## src/rtl/io_deq_policy_pkg.sv

```systemverilog
// Shared types and sizing for the issue-queue dequeue pointer policy.
package io_deq_policy_pkg;

   localparam int unsigned ISSUE_QUEUE_DEPTH = 8;
   localparam int unsigned IO_DEQ_CNT_W      = 32;

   typedef enum logic [1:0] {
      IO_DEQ_EMPTY   = 2'd0,
      IO_DEQ_ISSUE   = 2'd1,
      IO_DEQ_RECOVER = 2'd2
   } io_deq_state_e;

endpackage

```

## src/rtl/io_deq_policy_find_first1_base.sv

```systemverilog
// Circular first-set search: returns the lowest set bit of req at or above the
// one-hot base position, wrapping past the top. Zero when req is zero.
module io_deq_policy_find_first1_base #(
   parameter int unsigned WIDTH = 8
) (
   input  logic [WIDTH-1:0] req,
   input  logic [WIDTH-1:0] base,
   output logic [WIDTH-1:0] grant
);

   logic [2*WIDTH-1:0] dbl_req;
   logic [2*WIDTH-1:0] dbl_gnt;

   // Subtracting base from the doubled vector clears everything below base and
   // flips the first set bit at or above it; masking isolates that bit.
   assign dbl_req = {req, req};
   assign dbl_gnt = dbl_req & ~(dbl_req - {{WIDTH{1'b0}}, base});
   assign grant   = dbl_gnt[WIDTH-1:0] | dbl_gnt[2*WIDTH-1:WIDTH];

endmodule

```

## src/rtl/io_deq_policy.sv

```systemverilog
// Dequeue-side head pointer policy for the in-order issue queue.
// Optional head-stall counter enabled by defining IO_DEQ_PERF_EN.
module io_deq_policy
   import io_deq_policy_pkg::*;
#(
   parameter int unsigned DEPTH = ISSUE_QUEUE_DEPTH,
   parameter int unsigned CNT_W = IO_DEQ_CNT_W
) (
   input  logic             clock,
   input  logic             reset,
   input  logic             flush,
   input  logic [DEPTH-1:0] valid_dec,
   input  logic [DEPTH-1:0] rdy_dec,
   input  logic [DEPTH-1:0] enq_ptr_oh,
   input  logic             enq_fire,
   input  logic             deq_ready,
   output logic             deq_valid,
   output logic             deq_fire,
   output logic [DEPTH-1:0] deq_ptr_oh,
   output logic [DEPTH-1:0] deq_clear_oh,
   output logic             deq_empty,
   output logic [CNT_W-1:0] perf_head_stall_cnt
);

   io_deq_state_e    state_q;
   io_deq_state_e    state_d;
   logic [DEPTH-1:0] ptr_q;
   logic [DEPTH-1:0] ptr_d;
   logic [DEPTH-1:0] survivor_oh;
   logic [DEPTH-1:0] realign_oh;
   logic             head_ok;
   logic             others_valid;

   io_deq_policy_find_first1_base #(
      .WIDTH (DEPTH)
   ) u_realign (
      .req   (valid_dec),
      .base  (enq_ptr_oh),
      .grant (survivor_oh)
   );

   // Searching from the enqueue pointer finds the oldest surviving entry.
   assign realign_oh   = (|valid_dec) ? survivor_oh : enq_ptr_oh;
   assign others_valid = |(valid_dec & ~ptr_q);
   assign head_ok      = |(ptr_q & valid_dec & rdy_dec);

   always_ff @(posedge clock) begin
      if (reset) begin
         state_q <= IO_DEQ_EMPTY;
      end else begin
         state_q <= state_d;
      end
   end

   always_comb begin
      state_d = state_q;
      if (flush) begin
         state_d = IO_DEQ_RECOVER;
      end else begin
         unique case (state_q)
            IO_DEQ_RECOVER: state_d = (|valid_dec) ? IO_DEQ_ISSUE : IO_DEQ_EMPTY;
            IO_DEQ_EMPTY:   state_d = enq_fire ? IO_DEQ_ISSUE : IO_DEQ_EMPTY;
            IO_DEQ_ISSUE: begin
               if (deq_fire && !others_valid && !enq_fire) begin
                  state_d = IO_DEQ_EMPTY;
               end
            end
            default:        state_d = IO_DEQ_EMPTY;
         endcase
      end
   end

   always_comb begin
      deq_valid    = !reset && !flush && (state_q == IO_DEQ_ISSUE) && head_ok;
      deq_fire     = deq_valid && deq_ready;
      deq_clear_oh = deq_fire ? ptr_q : '0;
      deq_empty    = (state_q == IO_DEQ_EMPTY);
      deq_ptr_oh   = ptr_q;
   end

   always_comb begin
      ptr_d = ptr_q;
      if (flush) begin
         ptr_d = ptr_q;
      end else if (state_q == IO_DEQ_RECOVER) begin
         ptr_d = realign_oh;
      end else if (state_q == IO_DEQ_EMPTY) begin
         ptr_d = enq_ptr_oh;
      end else if (deq_fire) begin
         ptr_d = {ptr_q[DEPTH-2:0], ptr_q[DEPTH-1]};
      end
   end

   always_ff @(posedge clock) begin
      if (reset) begin
         ptr_q <= {{(DEPTH-1){1'b0}}, 1'b1};
      end else begin
         ptr_q <= ptr_d;
      end
   end

`ifdef IO_DEQ_PERF_EN
   logic             head_stall;
   logic [CNT_W-1:0] stall_cnt_q;
   logic [CNT_W-1:0] stall_cnt_d;

   assign head_stall = |(ptr_q & valid_dec & ~rdy_dec);

   // Saturating; deliberately survives flush so stalls accumulate across recoveries.
   always_comb begin
      stall_cnt_d = stall_cnt_q;
      if ((state_q == IO_DEQ_ISSUE) && (head_stall || (deq_valid && !deq_ready))
          && (stall_cnt_q != '1)) begin
         stall_cnt_d = stall_cnt_q + CNT_W'(1);
      end
   end

   always_ff @(posedge clock) begin
      if (reset) begin
         stall_cnt_q <= '0;
      end else begin
         stall_cnt_q <= stall_cnt_d;
      end
   end

   assign perf_head_stall_cnt = stall_cnt_q;
`else
   assign perf_head_stall_cnt = '0;
`endif

   a_deq_ptr_onehot: assert property (@(posedge clock) disable iff (reset) $onehot(deq_ptr_oh))
      else $error("deq_ptr_oh lost its one-hot property");

endmodule

```

## config.mk

```make
export PLATFORM = sky130hd
export DESIGN_NAME = io_deq_policy
export DESIGN_NICKNAME = d
export VERILOG_FILES = /design/src/rtl/io_deq_policy_pkg.sv /design/src/rtl/io_deq_policy_find_first1_base.sv /design/src/rtl/io_deq_policy.sv
export SDC_FILE = /design/constraint.sdc
export NUM_CORES = 1
export LEC_CHECK = 0
export ABC_AREA = 1
export BUFFER_PORTS_ARGS = -buffer_cell sky130_fd_sc_hd__buf_2
export CAP_MARGIN = 20
export CORE_MARGIN = 2
export CORE_UTILIZATION = 48
export CTS_CLUSTER_DIAMETER = 60
export CTS_CLUSTER_SIZE = 24
export DETAILED_ROUTE_END_ITERATION = 10
export GPL_TIMING_DRIVEN = 0
export PLACE_DENSITY_LB_ADDON = 0.15
export SLEW_MARGIN = 0
export SYNTH_ARGS = -nofsm -noshare
export SYNTH_HDL_FRONTEND = slang
export SYNTH_SLANG_ARGS = --single-unit
```

## constraint.sdc

```tcl
create_clock -name clock -period 2.1 [get_ports clock]
set_clock_uncertainty 0.15 [all_clocks]
set_input_delay 0.315 -clock clock [delete_from_list [all_inputs] [get_ports clock]]
set_output_delay 0.315 -clock clock [all_outputs]
set_load 0.02 [all_outputs]
```

==> results of run 1 <==
[worst max-delay path by stage]
stage	start	endpoint	slack [ps]
after floorplan	deq_ptr_oh[0]	deq_clear_oh[0]	320
after global placement	valid_dec[0]	deq_ptr_oh[2]	5
after detailed placement	valid_dec[0]	deq_ptr_oh[2]	-60
after CTS	deq_ptr_oh[0]	deq_clear_oh[5]	20
after global routing	state_q[0]	deq_clear_oh[7]	3
final	state_q[0]	deq_clear_oh[5]	100
[routing by layer]
metal  part of all wire [%]  global-route usage (%)  up-vias
li1                       -                       -     1071
met1                     42                    29.6      900
met2                     47                    41.0      110
met3                     10                    3.87        2
met4                   0.47                    2.13        0
met5                      0                       0        -
[power groups by stage]
| stage | registers, mW | logic [mW] | clock network, mW |
|---|---|---|---|
| 2_1_floorplan | 0.241 | 0.331 | 0 |
| 3_3_place_gp | 0.228 | 0.452 | 0 |
| 3_5_place_dp | 0.229 | 0.458 | 0 |
| 4_1_cts | 0.225 | 0.460 | 0.177 |
| 5_1_grt | 0.229 | 0.516 | 0.187 |
| 6_report | 0.227 | 0.465 | 0.175 |
[state kept, by name (all words and copies together) (netlist names)]
| register | flops |
|---|---|
| deq_ptr_oh | 8 |
| state_q | 2 |
[metrics by stage]
| stage | area, µm² | utilization, % | hold WS (ps) |
|---|---|---|---|
| 3_5_place_dp | 2150 | 62.9 | 381 |
| 6_report | 2190 | 64.2 | 106 |
| 5_1_grt | 2190 | 64.2 | 94.4 |
| 2_1_floorplan | 1860 | - | 237 |
| 3_3_place_gp | 2150 | 62.9 | 378 |
| 4_1_cts | 2190 | 64.0 | 94.6 |
[logic make-up (layout without fill, tap and decap cells)]
logic type / count (synthesis) / count (layout) / synth area share (%)
adders and majority gates: 8 / 8 / 6.18
DFF: 10 / 10 / 11.5
buffers and inverters: 88 / 139 / 27.0
xor gates and xnor gates: 2 / 2 / 1.01
other: 1 / 32 / 0.215
and+or+nand+nor: 157 / 157 / 41.4
AOI/OAI and AO/OA: 38 / 38 / 12.7
[area by class of cell]
type | count | area [µm²]
multi-input combinational | 237 | 1190
inverter | 53 | 199
buffer | 35 | 270
clock buffer | 4 | 36.3
fill | 373 | 1220
timing repair buffer | 47 | 235
sequential | 10 | 206
tap | 46 | 57.6
[worst register-to-register path, cell delays in order, from the launching register on]
cell	delay, ps
dfxtp_2	340
nand3_1	70
nand2_1	50
nor2_1	190
nand2_2	110
nand3_4	100
nand2_4	80
nand2_4	120
nand2_1	70
nand2_1	60
a21oi_1	40
[cell usage in the layout, fill, tap and decap left out, types with 7 or more instances in the layout]
| master | count |
|---|---|
| inv_1 | 47 |
| conb_1 | 32 |
| nand3_1 | 39 |
| nand2_1 | 69 |
| buf_4 | 33 |
| ha_1 | 7 |
| buf_2 | 47 |
| a21oi_1 | 18 |
| o22ai_1 | 8 |
| nor2_1 | 30 |
[what timing repair did]
action,in CTS,in global routing
hold endpoints to repair,0,0
buffers inserted,0,0
setup endpoints to repair,0,9
resized for setup,0,5
==> results.tsv, run 1 <==
stage	metric	value	unit
power_and_ir_drop	Sequential Power Share	26.2	%
routing	vias per cell	4.82	
power_and_ir_drop	Internal Pwr Total	0.486	mW
setup_path	CP endpoint kind	output port	
floorplan	I/O pin cnt	80	
sta	final critical-path share of the clock period	95.2	%
synthesis	Seq cells post-synth	10	
synthesis	most frequent cells after synthesis	nand2_1 (69), inv_1 (47), nand3_1 (39)	
power_and_ir_drop	Pwr Total	0.867	mW
finish	ant diodes	0	
clocking	Clock Root Buffer	clkbuf_4	
clocking	clk buf depth	2	
worst_hold_path	Hold Path Depth	2	
routing	Vias	2083	
setup_path	arrival time worst endpoint	1530	ps
routing	# DRC	0	
floorplan	DIE WIDTH	64.2	µm
power_and_ir_drop	Comb power frac	53.6	%
power_and_ir_drop	P per Cell Area	395	nW/µm²
global_route	largest net degree at the start of global routing	11	
clocking	clock slew at reported path FFs	70	ps
placed_design	gpl congestion	0.922	
synthesis	Netlist cell types	30	
floorplan	core area	3420	µm²
power_and_ir_drop	sw frac	44.0	%
setup_path	terminus of the critical flop-to-flop path	deq_ptr_oh[5]	
global_route	grt ovf	0	
worst_hold_path	Hold Startpoint	reset	
synthesis	dominant cell by count in the synthesized netlist	nand2_1	
clocking	CTS tree	built	
setup_path	worst-path fanout max	10	
setup_path	reg2reg start	deq_ptr_oh[7]	
routing	WL per Instance	11.2	µm
sta	Final Hold Fails	0	
sta	setup TNS	0	ps
run_status	status	completed	
synthesis	EDFF count, synth	0	
placed_design	placed instance count	428	
sta	fin crit period	2000	ps
setup_path	Worst Path Required	1630	ps
synthesis	FFs w/ async S/R, synth	0	%
setup_path	CP Depth	7	
clocking	Skew-Pair Late Insertion Delay	260	ps
power_and_ir_drop	clock share of power	20.2	%
setup_path	Setup crit start kind	flop	
sta	final setup fails	0	
setup_path	Top Family by Delay on Critical Path	buffers and inverters	
setup_path	WP buf/inv	3	
placed_design	PortBufs	47	
sta	Slew Limit Fails	0	
floorplan	die height	64.2	µm
synthesis	Mapped Area	1740	µm²
setup_path	Critical Path Max Stage Delay	330	ps
power_and_ir_drop	Leakage	1.33	nW
floorplan	site row count	21	
setup_path	Critical Path Slowest Stage Cell	dfxtp_1	
placed_design	pre-CTS WS	-57.6	ps
sta	FMAX	0.500	GHz
synthesis	post-synth top area share	14.9	%
job	max cap viols	0	
clocking	H-tree level count	1	
setup_path	worst r2r path cells	10	
clocking	CTS Sinks	10	
setup_path	critical path type	flop to output port	
worst_hold_path	Hold Path Class	primary input to flop	
global_route	GR Util All Layers	22.9	%
clocking	CTS Hold Bufs	0	
placed_design	dpl hpwl	4040	µm
routing	drt initial violations	105	
global_route	first-pass GRT wire length	7710	µm
finish	area grow syn2layout	26.0	%
routing	drt pass-1 iters	5	
global_route	vias in the first global route	1793	
sta	unrepaired setup endpoints after global routing	no	
synthesis	register area share after synthesis	11.5	%
finish	Non-Filler Instances	432	
synthesis	Synth Instances	304	
setup_path	FF-to-FF setup slack	620	ps
global_route	initial antenna violation count	0	
worst_hold_path	WHS Endpoint	state_q[1]	
finish	share of cells above drive strength 1	29.3	%
floorplan	Initial Utilization	51.0	%
sta	Final WS setup	102	ps
clocking	CTS Buf Count	3	
power_and_ir_drop	Worst VDD drop	0.336	mV
routing	Total Routed Length	4850	µm
synthesis	synth warn	0	
synthesis	top cells by area, synth	nand2_1 (15%), buf_4 (14%), dfxtp_1 (12%)	
synthesis	syn avg cell area	5.73	µm²
setup_path	crit-path cells	buf_6, nand2_2, nor2_4, nand3_4, buf_4, nor2_1, buf_2	
floorplan	die area	4120	µm²
synthesis	area leader, netlist	nand2_1	
power_and_ir_drop	Psw	0.381	mW
synthesis	prevailing post-synth register cell	dfxtp_1	
routing	Routed Antenna Nets	0	
finish	Nets	424	
Note: power is estimated with default switching activity, not from simulation.
==> inputs of run 2 (changes only) <==
- ABC_AREA: 1 -> default
- CORE_UTILIZATION: 48 -> 46
- SETUP_SLACK_MARGIN: default -> 0.2
==> run 2 against run 1 <==
Against the previous run: the flow now finishes with violations (negative setup slack); sequential cell count is the same; first-iteration DRC count up 22%; register-to-register slack got worse by 550 ps; non-clock buffer count rose by 12; sequential share of layout area fell by 0.91 points; sequential power decreased by 2%; clock-buffer cell count shrank 1; critical path depth is the same; synthesized cell count down 31%; highest routed layer unchanged.
==> results.tsv, run 2 <==
stage	metric	value	unit	change
run_status	status	finished, violations left		
run_status	violated checks	negative setup slack		
finish	commonest non-fill, non-tap cell in the layout	buf_4		
global_route	first-pass GRT wire length	7420	µm	-3.8%
clocking	CTS Buf Count	3		unchanged
synthesis	most frequent cells after synthesis	buf_4 (33), a21oi_1 (25), nor2_1 (21)		
clocking	H-tree level count	1		unchanged
floorplan	core area	3100	µm²	-9.2%
floorplan	site row count	20		-4.8%
finish	multi-input gate area in the final layout	1390	µm²	+17%
synthesis	prevailing post-synth register cell	dfxtp_1		
routing	Vias	1898		-8.9%
global_route	vias in the first global route	1544		-14%
routing	Routed Antenna Nets	0		unchanged
sta	Final Hold Fails	0		unchanged
global_route	grt ovf	0		unchanged
synthesis	syn avg cell area	7.22	µm²	+26%
finish	most frequent cells in the layout	buf_4 (46), buf_2 (34), conb_1 (32)		
routing	drt initial violations	128		+22%
power_and_ir_drop	Psw	0.411	mW	+7.8%
sta	Final WS setup	-40.1	ps	-142 ps
setup_path	worst r2r path cells	9		-1
synthesis	top cells by area, synth	buf_4 (16%), dfxtp_1 (13%), a21oi_1 (8.3%)		
routing	drt pass-1 iters	5		unchanged
synthesis	Seq cells post-synth	10		unchanged
sta	setup TNS	-40.1	ps	-40.1 ps
routing	Total Routed Length	5230	µm	+7.8%
power_and_ir_drop	P per Cell Area	376	nW/µm²	-4.9%
global_route	GR Util All Layers	26.9	%	+4.0 points
setup_path	worst-path fanout max	5		-5
synthesis	Netlist cell types	52		+73%
global_route	largest net degree at the start of global routing	11		unchanged
power_and_ir_drop	Sequential Power Share	24.4	%	-1.8 points
clocking	CTS Hold Bufs	0		unchanged
setup_path	CP endpoint kind	output port		
clocking	Skew-Pair Late Insertion Delay	290	ps	+30 ps
synthesis	EDFF count, synth	0		unchanged
finish	share of cells above drive strength 1	50.7	%	+21 points
setup_path	Setup crit start kind	flop		
clocking	clock slew at reported path FFs	80	ps	about the same
finish	Sequential Area	206	µm²	unchanged
clocking	Clock Root Buffer	clkbuf_4		
sta	final critical-path share of the clock period	102	%	+6.8 points
job	max cap viols	0		unchanged
finish	filler instances	245		-34%
sta	unrepaired setup endpoints after global routing	yes		
floorplan	die height	61.4	µm	-4.4%
setup_path	Worst Path Required	1630	ps	about the same
synthesis	dominant cell by count in the synthesized netlist	buf_4		
setup_path	terminus of the critical flop-to-flop path	deq_ptr_oh[6]		
synthesis	register area share after synthesis	13.2	%	+1.7 points
finish	area grow syn2layout	60.1	%	
clocking	CTS tree	built		
floorplan	DIE WIDTH	61.4	µm	-4.4%
setup_path	reg2reg start	state_q[0]		
synthesis	synth warn	0		unchanged
routing	WL per Instance	15.1	µm	+35%
sta	hold slack final	218	ps	+112 ps
floorplan	die area	3770	µm²	-8.6%
routing	# DRC	0		unchanged
setup_path	arrival time worst endpoint	1680	ps	+150 ps
clocking	CTS Sinks	10		unchanged
synthesis	Mapped Area	1520	µm²	-13%
sta	fin crit period	2140	ps	+142 ps
worst_hold_path	Hold Path Depth	3		+1
sta	final setup fails	1		+1
power_and_ir_drop	Pwr Total	0.913	mW	+5.3%
synthesis	post-synth top area share	16.4	%	+1.5 points
power_and_ir_drop	clock share of power	15.8	%	-4.4 points
worst_hold_path	Hold Startpoint	valid_dec[7]		
floorplan	I/O pin cnt	80		unchanged
finish	Nets	341		-20%
power_and_ir_drop	Comb power frac	59.9	%	+6.3 points
power_and_ir_drop	Leakage	1.09	nW	-18%
setup_path	critical path type	flop to output port		
worst_hold_path	WHS Endpoint	deq_ptr_oh[7]		
power_and_ir_drop	Worst VDD drop	0.369	mV	+9.8%
placed_design	dpl hpwl	3510	µm	-13%
synthesis	FFs w/ async S/R, synth	0	%	unchanged
placed_design	PortBufs	45		-4.3%
worst_hold_path	Hold Path Class	primary input to flop		
setup_path	FF-to-FF setup slack	70	ps	-550 ps
clocking	clk buf depth	2		unchanged
global_route	initial antenna violation count	0		unchanged
floorplan	Initial Utilization	48.8	%	-2.1 points
routing	vias per cell	5.49		+14%
sta	Max transition margin	53.2	%	
power_and_ir_drop	Internal Pwr Total	0.502	mW	+3.3%
placed_design	gpl congestion	0.901		-2.3%
sta	Slew Limit Fails	0		unchanged
synthesis	Synth Instances	210		-31%
sta	measured slew at the worst slew-check pin	702	ps	
finish	Finished Core Util	78.2	%	+14 points
power_and_ir_drop	sw frac	45.0	%	+1.0 points
finish	max FFs per register	8		unchanged
finish	ant diodes	0		unchanged
sta	FMAX	0.467	GHz	-6.6%
synthesis	area leader, netlist	buf_4		
## run 2: changes by cell type in the layout (fill, tap and decap cells not counted), moves of 5 or more
cell / delta
nor2_1: -17
nand2_1: -59
buf_6: +8
a21oi_2: +6
a31oi_4: +5
buf_4: +13
nand2_2: -6
nand3_1: -35
inv_2: -5
inv_1: -30
o22ai_1: -7
buf_2: -13
## run 2: per-layer routing
layer	global-route usage, %	vias up	share of wire [%]
met4	6.99	0	2.6
li1	-	881	-
met3	6.72	21	12
met5	0	-	0
met2	45.1	135	48
met1	34.5	861	38
## run 2: worst max-delay path by stage
| stage | start | to | slack (ps) | cells past startpoint |
|---|---|---|---|---|
| detailed placement | valid_dec[2] | deq_ptr_oh[1] | -280 | 8 |
| floorplan | valid_dec[0] | deq_ptr_oh[2] | 120 | 9 |
| global route | state_q[0] | deq_clear_oh[6] | -40 | 7 |
| global placement | valid_dec[1] | deq_ptr_oh[6] | -290 | 9 |
| finish | state_q[0] | deq_clear_oh[6] | -40 | 7 |
| CTS | state_q[0] | deq_clear_oh[2] | 140 | 6 |
## run 2: cell families after synthesis
kind of cell,Yosys count,synth area share [%]
XOR/XNOR,5,2.89
other,1,0.247
adder cells (fa/ha/maj),8,7.10
buffers and inverters,57,22.9
AND/OR/NAND/NOR,59,21.3
flip-flops,10,13.2
AO/OA/AOI/OAI,70,32.4
## run 2: per-stage QoR
step / area [µm²] / worst slack [ps] / instances
floorplan: 1670 / 123 / 241
global placement: 1950 / -291 / 330
detailed placement: 1950 / -283 / 330
CTS: 2280 / 143 / 344
global route: 2430 / -39.3 / 346
finish: 2430 / -40.1 / 346
## run 2: power groups by stage
stage | registers (mW) | logic (mW) | clock network [mW]
final | 0.222 | 0.547 | 0.144
after global routing | 0.225 | 0.586 | 0.157
after CTS | 0.222 | 0.503 | 0.133
after detailed placement | 0.221 | 0.431 | 0
after global placement | 0.221 | 0.425 | 0
after floorplan | 0.237 | 0.311 | 0
## run 2: final cells by class
cell class                      count  share of cell area [%]
Buffer                             37                    11.5
Clock buffer                        3                   0.928
Tap cell                           44                    2.27
Inverter                           20                    3.51
Timing Repair Buffer               57                    15.9
Sequential cell                    10                    8.51
Multi-Input combinational cell    175                    57.3
## run 2: what timing repair did
action                                  in CTS  in global routing
endpoints found under the setup margin      17                 18
pin swaps                                   11                  6
resized for setup                           53                 32
setup buffers                               10                  2
cloned                                       1                  0
endpoints found under the hold margin        0                  0
## run 2: critical path: stages, from the launching register on
cell     delay [ps]
dfxtp_2         330
buf_6           110
inv_8            30
nor4_4          240
buf_4           190
nand3_4         160
nor2_2          170
buf_6           140
==> inputs of run 3 (changes only) <==
- CORE_UTILIZATION: 46 -> 47
- CTS_BUF_LIST: default -> sky130_fd_sc_hd__clkbuf_2
==> run 3 against run 2 <==
Against the previous run: the flow still finishes with violations (negative setup slack); sequential cell count unchanged; via count up 1.1%; routed wire length down 1.5%; fmax up 0.66%; final cell count up 0.87%; combinational power down 2%; die area down 2.0%.
==> results.tsv, run 3 (synthesis gave the netlist of run 2 again) <==
stage	metric	value	unit	change
run_status	status	finished, violations left		
run_status	violated checks	negative setup slack		
setup_path	arrival time worst endpoint	1660	ps	-20 ps
sta	final critical-path share of the clock period	101	%	-0.67 points
clocking	H-tree level count	1		unchanged
sta	unrepaired setup endpoints after global routing	yes		
worst_hold_path	Hold Startpoint	valid_dec[7]		
sta	Slew Limit Fails	0		unchanged
finish	Nets	344		+0.88%
floorplan	die height	60.8	µm	-0.99%
sta	fin crit period	2130	ps	-14.0 ps
setup_path	CP endpoint kind	output port		
power_and_ir_drop	Worst VDD drop	0.299	mV	-19%
sta	setup TNS	-43.3	ps	-3.16 ps
sta	final setup fails	3		+2
routing	WL per Instance	14.8	µm	-2.3%
placed_design	pre-CTS WS	-287	ps	-3.35 ps
power_and_ir_drop	Pwr Total	0.866	mW	-5.2%
power_and_ir_drop	Leakage	1.10	nW	+0.56%
global_route	initial antenna violation count	0		unchanged
power_and_ir_drop	P per Cell Area	370	nW/µm²	-1.8%
finish	commonest non-fill, non-tap cell in the layout	buf_4		
setup_path	worst r2r path cells	8		-1
setup_path	worst-path fanout max	6		+1
routing	Routed Antenna Nets	0		unchanged
clocking	Clock Root Buffer	clkbuf_2		
placed_design	dpl hpwl	3460	µm	-1.4%
floorplan	DIE WIDTH	60.8	µm	-0.99%
sta	FMAX	0.470	GHz	+0.66%
setup_path	FF-to-FF setup slack	150	ps	+80 ps
clocking	clock slew at reported path FFs	110	ps	+30 ps
clocking	CTS Sinks	10		unchanged
sta	Max transition margin	61.3	%	+8.1 points
setup_path	Setup crit start kind	flop		
routing	vias per cell	5.50		+0.24%
finish	most frequent cells in the layout	buf_4 (52), buf_2 (35), conb_1 (32)		
global_route	vias in the first global route	1526		-1.2%
global_route	first-pass GRT wire length	7150	µm	-3.7%
setup_path	terminus of the critical flop-to-flop path	deq_ptr_oh[2]		
global_route	GR Util All Layers	25.9	%	-0.94 points
routing	drt pass-1 iters	5		unchanged
setup_path	reg2reg start	state_q[0]		
worst_hold_path	Hold Path Class	primary input to flop		
routing	drt initial violations	134		+4.7%
clocking	clk buf depth	2		unchanged
global_route	grt ovf	0		unchanged
worst_hold_path	WHS Endpoint	deq_ptr_oh[7]		
finish	area grow syn2layout	54.6	%	
setup_path	Worst Path Required	1630	ps	about the same
routing	Vias	1919		+1.1%
finish	max FFs per register	8		unchanged
finish	share of cells above drive strength 1	49.2	%	-1.5 points
clocking	Skew-Pair Late Insertion Delay	260	ps	-30 ps
sta	Final WS setup	-26.1	ps	+14.0 ps
clocking	CTS Buf Count	3		unchanged
floorplan	core area	3050	µm²	-1.6%
finish	Finished Core Util	76.7	%	-1.5 points
global_route	largest net degree at the start of global routing	11		unchanged
sta	measured slew at the worst slew-check pin	581	ps	-121 ps
floorplan	I/O pin cnt	80		unchanged
placed_design	placed instance count	330		unchanged
floorplan	Initial Utilization	49.6	%	+0.80 points
placed_design	PortBufs	45		unchanged
finish	ant diodes	0		unchanged
floorplan	die area	3690	µm²	-2.0%
sta	Final Hold Fails	0		unchanged
finish	Non-Filler Instances	349		+0.87%
routing	Total Routed Length	5160	µm	-1.5%
routing	# DRC	0		unchanged
finish	post-route cell area	2340	µm²	-3.5%
setup_path	critical path type	flop to output port		
clocking	CTS tree	built		
floorplan	site row count	20		unchanged
clocking	CTS Hold Bufs	0		unchanged
worst_hold_path	Hold Path Depth	3		unchanged
placed_design	area post-placement	1950	µm²	unchanged
sta	hold slack final	230	ps	+12.5 ps
job	max cap viols	0		unchanged
placed_design	gpl congestion	0.904		+0.34%
## run 3: how the worst max path moves through the flow
| stage | startpoint | to | slack, ps | depth (start not counted) |
|---|---|---|---|---|
| after global placement | valid_dec[1] | deq_ptr_oh[6] | -290 | 9 |
| after floorplan | valid_dec[0] | deq_ptr_oh[2] | 120 | 9 |
| final | state_q[0] | deq_clear_oh[0] | -30 | 6 |
| after CTS | deq_ptr_oh[7] | deq_clear_oh[4] | 80 | 6 |
| after global routing | state_q[0] | deq_clear_oh[0] | -40 | 6 |
| after detailed placement | valid_dec[1] | deq_ptr_oh[6] | -290 | 9 |
## run 3: area by class of cell
type | instances | area, µm²
Tap cell | 44 | 55.1
Buffer | 37 | 279
Timing Repair Buffer | 59 | 380
Clock buffer | 3 | 15.0
Fill cell | 257 | 711
Inverter | 20 | 85.1
Sequential cell | 10 | 206
Multi-Input combinational cell | 176 | 1320
## run 3: layer usage
| metal | up-vias | wire length [µm] | GRT usage (%) |
|---|---|---|---|
| met5 | - | 0 | 0 |
| li1 | 894 | - | - |
| met4 | 0 | 110 | 2.80 |
| met3 | 20 | 610 | 5.76 |
| met2 | 145 | 2480 | 44.4 |
| met1 | 860 | 1950 | 34.6 |
## run 3: timing repair
item / CTS / global route
endpoints found under the hold margin: 0 / 0
endpoints found under the setup margin: 17 / 19
resized for setup: 24 / 39
buffers inserted: 7 / 7
pin swaps: 11 / 14
gates cloned: 1 / 1
## run 3: worst max-delay path: stages (launching register included)
cell and delay, ps:
dfxtp_2 350, buf_6 140, inv_8 40, nor4_4 310, nand3_4 230, nor2_2 160, buf_4 160
## run 3: power by group
part           internal, mW  switching [mW]  total (mW)  leakage (nW)
logic                 0.224           0.313       0.537          1.00
clock network        0.0389          0.0699       0.109        0.0125
registers             0.207          0.0131       0.220        0.0846
total                 0.470           0.396       0.866          1.10
